`config.mk`:
```
export PLATFORM = sky130hd
export DESIGN_NAME = uart_rx_core_flat
export DESIGN_NICKNAME = d
export VERILOG_FILES = /design/src/rtl/uart_rx_core_if.sv /design/src/rtl/uart_rx_core.sv /design/src/flat_wrapper.sv
export SDC_FILE = /design/constraint.sdc
export NUM_CORES = 1
export LEC_CHECK = 0
export ABC_AREA = 1
export BUFFER_PORTS_ARGS = -buffer_cell sky130_fd_sc_hd__buf_2
export CORE_AREA = 4 4 68 70
export DETAILED_ROUTE_END_ITERATION = 10
export DIE_AREA = 0 0 72 74
export GPL_TIMING_DRIVEN = 0
export PLACE_DENSITY = 0.74
export SLEW_MARGIN = 10
export SYNTH_ARGS = -nofsm -noshare
export SYNTH_HDL_FRONTEND = slang
export SYNTH_SLANG_ARGS = --single-unit
```
`constraint.sdc`:
```
create_clock -name clk -period 1.35 [get_ports clk]
set_input_delay 0.27 -clock clk [delete_from_list [all_inputs] [get_ports clk]]
set_output_delay 0.27 -clock clk [all_outputs]
set_load 0.01 [all_outputs]
```
`src/rtl/uart_rx_core_if.sv`:
```
// Byte-level handshake between the UART receiver core and the UART
// Wishbone control block. The receiver drives the byte and status flags.
// The control block answers with a one-cycle "read finished" pulse.
interface uart_rx_core_if;
  logic [31:0] o_rx;           // received byte in [7:0], upper bits zero
  logic        o_send_signal;  // level: valid byte pending
  logic        o_irq;          // one-cycle pulse per good frame
  logic        o_rx_busy;      // frame reception in progress
  logic        o_frame_err;    // level: last frame had a low stop bit
  logic        i_rx_finish;    // pulse: pending byte or error consumed

  // Receiver side
  modport master (
    output o_rx,
    output o_send_signal,
    output o_irq,
    output o_rx_busy,
    output o_frame_err,
    input  i_rx_finish
  );

  // Control-block side
  modport slave (
    input  o_rx,
    input  o_send_signal,
    input  o_irq,
    input  o_rx_busy,
    input  o_frame_err,
    output i_rx_finish
  );
endinterface

```
`src/rtl/uart_rx_core.sv`:
```
// UART receiver, 8N1, LSB first.
// The serial line is brought into the clk domain through a two-flop
// synchronizer. A mid-bit sampling state machine then assembles the byte.
// A completed byte is held with a level "valid" flag until the control
// block retires it. A low stop bit raises a sticky frame-error flag. The
// receiver then parks until the line returns high, so a line held low
// (break) cannot retrigger reception.
module uart_rx_core #(
  parameter int CLKS_PER_BIT = 434,
  parameter int DATA_BITS    = 8
) (
  input  logic           clk,
  input  logic           rst_n,
  input  logic           i_rxd,
  uart_rx_core_if.master bus
);

  // Baud counter only has to reach CLKS_PER_BIT-1.
  localparam int CW = (CLKS_PER_BIT > 1) ? $clog2(CLKS_PER_BIT) : 1;

  // Start bit is checked half a bit in. Data and stop bits are then
  // sampled one full bit period apart, which puts them mid-bit as well.
  localparam logic [CW-1:0] HALF_M1 = CW'(CLKS_PER_BIT / 2 - 1);
  localparam logic [CW-1:0] FULL_M1 = CW'(CLKS_PER_BIT - 1);
  localparam logic [2:0]    LAST_BIT = 3'd7;

  // Elaboration-time parameter sanity.
  if (DATA_BITS != 8) begin : g_data_bits_chk
    $error("uart_rx_core: DATA_BITS must be 8 in this revision");
  end
  if (CLKS_PER_BIT < 4 || CLKS_PER_BIT > 65535) begin : g_cpb_chk
    $error("uart_rx_core: CLKS_PER_BIT must be within 4..65535");
  end

  typedef enum logic [2:0] {
    ST_IDLE,
    ST_START,
    ST_DATA,
    ST_STOP,
    ST_BREAK
  } state_t;

  state_t        state_reg, state_next;
  logic [1:0]    sync_reg;
  logic          rxs;
  logic [CW-1:0] baud_reg, baud_next;
  logic [2:0]    bit_reg, bit_next;
  logic [7:0]    shift_reg, shift_next;
  logic [7:0]    rx_reg, rx_next;
  logic          send_reg, send_next;
  logic          irq_reg, irq_next;
  logic          busy_reg, busy_next;
  logic          ferr_reg, ferr_next;

  // Two-flop synchronizer. It resets to the idle (high) line level so
  // that reset release never looks like a start bit.
  always_ff @(posedge clk or negedge rst_n) begin
    if (!rst_n) begin
      sync_reg <= 2'b11;
    end else begin
      sync_reg <= {sync_reg[0], i_rxd};
    end
  end

  assign rxs = sync_reg[1];

  // State, counters, shift register and all output flags.
  always_ff @(posedge clk or negedge rst_n) begin
    if (!rst_n) begin
      state_reg <= ST_IDLE;
      baud_reg  <= '0;
      bit_reg   <= '0;
      shift_reg <= '0;
      rx_reg    <= '0;
      send_reg  <= 1'b0;
      irq_reg   <= 1'b0;
      busy_reg  <= 1'b0;
      ferr_reg  <= 1'b0;
    end else begin
      state_reg <= state_next;
      baud_reg  <= baud_next;
      bit_reg   <= bit_next;
      shift_reg <= shift_next;
      rx_reg    <= rx_next;
      send_reg  <= send_next;
      irq_reg   <= irq_next;
      busy_reg  <= busy_next;
      ferr_reg  <= ferr_next;
    end
  end

  // Next-state and output decode. The finish pulse clears the pending
  // flags by default. A set in the same cycle overrides that clear,
  // because the set is assigned later in the block.
  always_comb begin
    state_next = state_reg;
    baud_next  = baud_reg + CW'(1);
    bit_next   = bit_reg;
    shift_next = shift_reg;
    rx_next    = rx_reg;
    send_next  = send_reg & ~bus.i_rx_finish;
    ferr_next  = ferr_reg & ~bus.i_rx_finish;
    irq_next   = 1'b0;

    unique case (state_reg)
      ST_IDLE: begin
        // Level-triggered: any low synchronized sample starts a frame.
        baud_next = '0;
        if (!rxs) begin
          state_next = ST_START;
        end
      end

      ST_START: begin
        if (baud_reg == HALF_M1) begin
          baud_next = '0;
          if (rxs) begin
            // Line went back high before mid-start: a glitch, not a frame.
            state_next = ST_IDLE;
          end else begin
            state_next = ST_DATA;
            bit_next   = '0;
          end
        end
      end

      ST_DATA: begin
        if (baud_reg == FULL_M1) begin
          baud_next  = '0;
          // Right shift: the first (LSB) sample ends up in bit 0.
          shift_next = {rxs, shift_reg[7:1]};
          if (bit_reg == LAST_BIT) begin
            state_next = ST_STOP;
          end else begin
            bit_next = bit_reg + 3'd1;
          end
        end
      end

      ST_STOP: begin
        if (baud_reg == FULL_M1) begin
          baud_next = '0;
          if (rxs) begin
            // Good frame. An unread byte is simply overwritten. The
            // control block detects overrun from busy-while-full.
            rx_next    = shift_reg;
            send_next  = 1'b1;
            irq_next   = 1'b1;
            state_next = ST_IDLE;
          end else begin
            // Bad stop bit: keep the previous byte and flag the error.
            ferr_next  = 1'b1;
            state_next = ST_BREAK;
          end
        end
      end

      ST_BREAK: begin
        // Hold off until the line is released, so a long low (break)
        // does not look like a stream of start bits.
        baud_next = '0;
        if (rxs) begin
          state_next = ST_IDLE;
        end
      end

      default: begin
        baud_next  = '0;
        state_next = ST_IDLE;
      end
    endcase

    // Busy follows the frame-reception states and is registered alongside them.
    busy_next = (state_next == ST_START) ||
                (state_next == ST_DATA)  ||
                (state_next == ST_STOP);
  end

  assign bus.o_rx          = {24'h00_0000, rx_reg};
  assign bus.o_send_signal = send_reg;
  assign bus.o_irq         = irq_reg;
  assign bus.o_rx_busy     = busy_reg;
  assign bus.o_frame_err   = ferr_reg;

endmodule

```
`src/flat_wrapper.sv`:
```
// flat-port wrapper written by rule: the top's interface ports become plain ports
module uart_rx_core_flat 
#(
  parameter int CLKS_PER_BIT = 434,
  parameter int DATA_BITS    = 8
)
  (clk, rst_n, i_rxd, bus_o_rx, bus_o_send_signal, bus_o_irq, bus_o_rx_busy, bus_o_frame_err, bus_i_rx_finish);
  uart_rx_core_if bus_i ();
  input  logic clk;
  input  logic rst_n;
  input  logic i_rxd;
  output wire logic [$bits(bus_i.o_rx)-1:0] bus_o_rx;
  output wire logic [$bits(bus_i.o_send_signal)-1:0] bus_o_send_signal;
  output wire logic [$bits(bus_i.o_irq)-1:0] bus_o_irq;
  output wire logic [$bits(bus_i.o_rx_busy)-1:0] bus_o_rx_busy;
  output wire logic [$bits(bus_i.o_frame_err)-1:0] bus_o_frame_err;
  input wire logic [$bits(bus_i.i_rx_finish)-1:0] bus_i_rx_finish;
  assign bus_o_rx = bus_i.o_rx;
  assign bus_o_send_signal = bus_i.o_send_signal;
  assign bus_o_irq = bus_i.o_irq;
  assign bus_o_rx_busy = bus_i.o_rx_busy;
  assign bus_o_frame_err = bus_i.o_frame_err;
  assign bus_i.i_rx_finish = bus_i_rx_finish;
  uart_rx_core #(.CLKS_PER_BIT(CLKS_PER_BIT), .DATA_BITS(DATA_BITS)) u_core (.clk(clk), .rst_n(rst_n), .i_rxd(i_rxd), .bus(bus_i));
endmodule
```
==> impl_metrics.prom <==
# TYPE chip_impl_metric gauge
chip_impl_metric{name="synth-seq-area-share",unit=""} 0.486
chip_impl_metric{name="finish.cell_count_without_fillers",unit=""} 329
chip_impl_metric{name="global_route.usage.total",unit=""} 0.141
chip_impl_metric{name="cp_slowest_stage_delay",unit="ns"} 0.40
chip_impl_metric{name="synth.lib_cells_used.distinct",unit=""} 25
chip_impl_metric{name="wl",unit="um"} 3910
chip_impl_metric{name="grt_pass1_vias",unit=""} 1382
chip_impl_metric{name="diodes",unit=""} 0
chip_impl_metric{name="area.growth.synth_to_final",unit="%"} 36.9
chip_impl_metric{name="floorplan.rows",unit=""} 23
chip_impl_metric{name="ioPinCount",unit=""} 40
chip_impl_metric{name="drt-initial-drc-count",unit=""} 60
chip_impl_metric{name="internal-power",unit="uW"} 1530
chip_impl_metric{name="cell_area_placed",unit="sq um"} 2140
chip_impl_metric{name="routedWlPerCell",unit="um"} 11.9
chip_impl_metric{name="ir_drop",unit="mV"} 0.508
chip_impl_metric{name="worst-path-buf-inv",unit=""} 3
chip_impl_metric{name="cts_sinks",unit=""} 37
chip_impl_metric{name="worst-r2r-cell-count",unit=""} 10
chip_impl_info{name="setup.worst_path.class",value="reg2reg"} 1
chip_impl_metric{name="grt_remaining_overflow",unit=""} 0
chip_impl_metric{name="largest_register_ffs",unit=""} 9
chip_impl_metric{name="initial_utilization",unit=""} 0.481
chip_impl_metric{name="power_frac_clock",unit=""} 0.376
chip_impl_metric{name="critPathArrivalTime",unit="ns"} 1.67
chip_impl_metric{name="grt_pass1_wl",unit="um"} 5770
chip_impl_metric{name="pwr-share-seq",unit=""} 0.567
chip_impl_metric{name="design.core.area",unit="sq um"} 3970
chip_impl_metric{name="fin_crit",unit="ns"} 1.48
chip_impl_info{name="critPathCapture",value="u_core.rx_reg[6]$_DFFE_PN0P_"} 1
chip_impl_info{name="cts_tree",value="done"} 1
chip_impl_info{name="worstPathCellList",value="inv_2 -> ha_4 -> nand2_4 -> nor2_4 -> nand2_4 -> inv_6 -> nand3_4 -> buf_6 -> nand2_2 -> o21ai_2"} 1
chip_impl_metric{name="design_area",unit="sq um"} 2620
chip_impl_info{name="critPathTopFamily",value="simple AND/OR/NAND/NOR gates"} 1
chip_impl_metric{name="netlist_instances",unit=""} 220
chip_impl_info{name="startpoint_type",value="flop"} 1
chip_impl_metric{name="maximum_number_of_pins_on_one_net_before_global_route_repair",unit=""} 38
chip_impl_metric{name="finalNetCount",unit=""} 287
chip_impl_info{name="reg2reg_from",value="u_core.baud_reg[1]$_DFF_PN0_"} 1
chip_impl_metric{name="i_o_buffers",unit=""} 15
chip_impl_info{name="critPathCaptureType",value="flop"} 1
chip_impl_metric{name="cts_made_buffers",unit=""} 5
chip_impl_metric{name="tightest_slew",unit="ns"} 0.795
chip_impl_metric{name="dieArea",unit="sq um"} 5330
chip_impl_metric{name="timing.max_cap.violations",unit=""} 0
chip_impl_info{name="crit_top_cell",value="sky130_fd_sc_hd__nand2_4"} 1
chip_impl_metric{name="ys_ff_latch",unit=""} 37
chip_impl_info{name="cpMaxStageDelayCell",value="sky130_fd_sc_hd__dfrtp_1"} 1
chip_impl_metric{name="post-place-cells",unit=""} 308
chip_impl_metric{name="chipWidth",unit="um"} 72
chip_impl_metric{name="drt-vias-per-instance",unit=""} 4.60
chip_impl_info{name="timing.critical_path.from",value="u_core.baud_reg[1]$_DFF_PN0_"} 1
chip_impl_metric{name="h-tree-depth",unit=""} 2
chip_impl_info{name="violated_checks",value="setup timing"} 1
chip_impl_info{name="outcome",value="complete, but fails checks"} 1
chip_impl_metric{name="power.leakage",unit="uW"} 0.00137
chip_impl_metric{name="route.vias.total",unit=""} 1512
chip_impl_metric{name="mappedNetlistArea",unit="sq um"} 1910
chip_impl_metric{name="dieHeight",unit="um"} 74
chip_impl_metric{name="post-route-drc-count",unit=""} 0
chip_impl_metric{name="final_hold_viol_count",unit=""} 0
chip_impl_metric{name="antenna_found_initial",unit=""} 0
chip_impl_metric{name="synth.yosys.warnings",unit=""} 0
chip_impl_metric{name="maximum_net_fanout_on_the_critical_path",unit=""} 6
chip_impl_metric{name="hold_slack",unit="ns"} 0.0644
chip_impl_info{name="timing.rr.end",value="u_core.rx_reg[6]$_DFFE_PN0P_"} 1
chip_impl_metric{name="setup-violations-final",unit=""} 34
chip_impl_metric{name="powerDensity",unit="nW/um^2"} 752
chip_impl_metric{name="fin_setup_tns",unit="ns"} -1.97
chip_impl_metric{name="drt_pre_antenna_iters",unit=""} 4
chip_impl_info{name="rsz0062_at_grt",value="true"} 1
chip_impl_metric{name="worst-r2r-setup-slack",unit="ns"} -0.13
chip_impl_metric{name="fin_worst_skew",unit="ns"} 0.00317
chip_impl_metric{name="clk_latency",unit="ns"} 0.29
chip_impl_metric{name="detail-route-antenna-nets",unit=""} 0
chip_impl_metric{name="slew_violations",unit=""} 0
chip_impl_metric{name="part_of_the_cycle_the_worst_path_needs",unit=""} 1.10
chip_impl_metric{name="total_power",unit="uW"} 1970
chip_impl_metric{name="required",unit="ns"} 1.53
chip_impl_metric{name="cts.clk_slew.worst_paths",unit="ns"} 0.07
chip_impl_metric{name="timing.slew.headroom",unit=""} 0.470
chip_impl_metric{name="timing.critical_path.depth",unit=""} 10
chip_impl_metric{name="place_hpwl",unit="um"} 2320
chip_impl_info{name="cts_root_buffer",value="sky130_fd_sc_hd__clkbuf_8"} 1
chip_impl_metric{name="comb_power_share",unit=""} 0.057
chip_impl_metric{name="cts.path.max_buffers",unit=""} 2
chip_impl_info{name="timing.hold.worst.class",value="in2async"} 1
chip_impl_metric{name="syn_area_per_cell",unit="sq um"} 8.69
chip_impl_metric{name="netSwitchingFraction",unit=""} 0.223
chip_impl_metric{name="timing.final.ws_setup",unit="ns"} -0.135
chip_impl_metric{name="fmax",unit="GHz"} 0.674
chip_impl_metric{name="globalplace.congestion",unit=""} 0.865
chip_impl_metric{name="power.net_switching",unit="uW"} 440
chip_impl_metric{name="layout-drive-gt1-share",unit=""} 0.470
[worst reg2reg max path: stages, from the launching register on]
cell,delay [ns]
sky130_fd_sc_hd__dfrtp_1,0.40
sky130_fd_sc_hd__inv_2,0.09
sky130_fd_sc_hd__ha_4,0.15
sky130_fd_sc_hd__nand2_4,0.05
sky130_fd_sc_hd__nor2_4,0.12
sky130_fd_sc_hd__nand2_4,0.09
sky130_fd_sc_hd__inv_6,0.08
sky130_fd_sc_hd__nand3_4,0.12
sky130_fd_sc_hd__buf_6,0.17
sky130_fd_sc_hd__nand2_2,0.06
sky130_fd_sc_hd__o21ai_2,0.05
[stage by stage]
stage,worst slack [ns],util
final,-0.135,0.659
after global routing,-0.195,0.659
after CTS,-0.0979,0.601
after detailed placement,-0.191,0.538
after global placement,-0.158,0.538
after floorplan,-0.0289,-
[cells in the mapped netlist]
master	count	area, sq um
sky130_fd_sc_hd__o21ai_1	8	40.0
sky130_fd_sc_hd__nand3_4	1	17.5
sky130_fd_sc_hd__o21ai_0	1	5.00
sky130_fd_sc_hd__inv_2	1	3.75
sky130_fd_sc_hd__dfstp_2	2	52.6
sky130_fd_sc_hd__conb_1	1	3.75
sky130_fd_sc_hd__nand2_1	52	195
sky130_fd_sc_hd__nor2_2	1	6.26
sky130_fd_sc_hd__nor3_1	2	10.0
sky130_fd_sc_hd__nor2_1	18	67.6
sky130_fd_sc_hd__buf_4	24	180
sky130_fd_sc_hd__ha_1	5	62.6
sky130_fd_sc_hd__buf_6	2	22.5
sky130_fd_sc_hd__inv_1	31	116
sky130_fd_sc_hd__xnor2_1	1	8.76
sky130_fd_sc_hd__dfrtp_1	35	876
sky130_fd_sc_hd__nor2_4	1	11.3
sky130_fd_sc_hd__xor2_1	2	17.5
sky130_fd_sc_hd__nand4_1	5	31.3
sky130_fd_sc_hd__a21oi_1	2	10.0
sky130_fd_sc_hd__nand2_4	2	22.5
sky130_fd_sc_hd__o21ai_2	8	70.1
sky130_fd_sc_hd__inv_6	1	8.76
sky130_fd_sc_hd__nand3_1	12	60.1
sky130_fd_sc_hd__nand2_2	2	12.5
[timing repair]
| item | in CTS | in global routing |
|---|---|---|
| hold buffers | 0 | 0 |
| buffers inserted | 7 | 5 |
| gates cloned | 2 | 0 |
| pin swaps | 8 | 8 |
| endpoints found under the setup margin | 30 | 35 |
| resized for setup | 31 | 53 |
[power by group through the flow]
stage	clock network, uW	registers, uW	logic [uW]
2_1_floorplan	0	1140	83.5
3_3_place_gp	0	1140	111
3_5_place_dp	0	1140	111
4_1_cts	752	1120	111
5_1_grt	787	1120	127
6_report	740	1120	112
[worst min-delay path by stage]
stage                                 startpoint  slack (ns)  depth (start not counted)                           end
finish                                     rst_n        0.06                          1  u_core.baud_reg[2]$_DFF_PN0_
global route                               i_rxd        0.08                          1  u_core.sync_reg[0]$_DFF_PN1_
CTS                                        i_rxd        0.07                          1  u_core.sync_reg[0]$_DFF_PN1_
detailed placement  u_core.sync_reg[0]$_DFF_PN1_        0.35                          0  u_core.sync_reg[1]$_DFF_PN1_
global placement    u_core.sync_reg[0]$_DFF_PN1_        0.35                          0  u_core.sync_reg[1]$_DFF_PN1_
floorplan                                  rst_n       -0.03                          0  u_core.baud_reg[0]$_DFF_PN0_
[routing by layer]
layer | global-route usage | part of all wire | up-vias
li1 | - | - | 747
met4 | 0.0919 | 0.030 | 0
met1 | 0.157 | 0.43 | 709
met5 | 0 | 0 | -
met2 | 0.244 | 0.49 | 44
met3 | 0.0311 | 0.056 | 12
[cell families after synthesis]
group	share of synthesized area
AND/OR/NAND/NOR	0.227
buffers and inverters	0.173
flip-flops	0.486
AO/OA/AOI/OAI	0.0654
adder cells (fa/ha/maj)	0.0327
XOR/XNOR	0.0137
other	0.00196
[final cells by class]
class / count / area [sq um]
plain buffers: 26 / 206
clock buffers: 8 / 80.1
fillers: 305 / 1350
inverters: 33 / 141
multi-input cells: 147 / 985
flip-flops and latches: 37 / 931
well taps: 50 / 62.6
repair buffers: 28 / 211
[cell usage in the layout (no fill, tap or decap), drive strengths merged]
master  count
xnor2       1
nand3      13
buf        54
nand4       5
a21oi       2
xor2        2
clkinv      1
nand2      56
inv        32
dfrtp      35
dfstp       2
nor3        2
o21ai      17
clkbuf      8
ha          5
conb       24
nor2       20
Note: power is estimated with default switching activity, not from simulation.
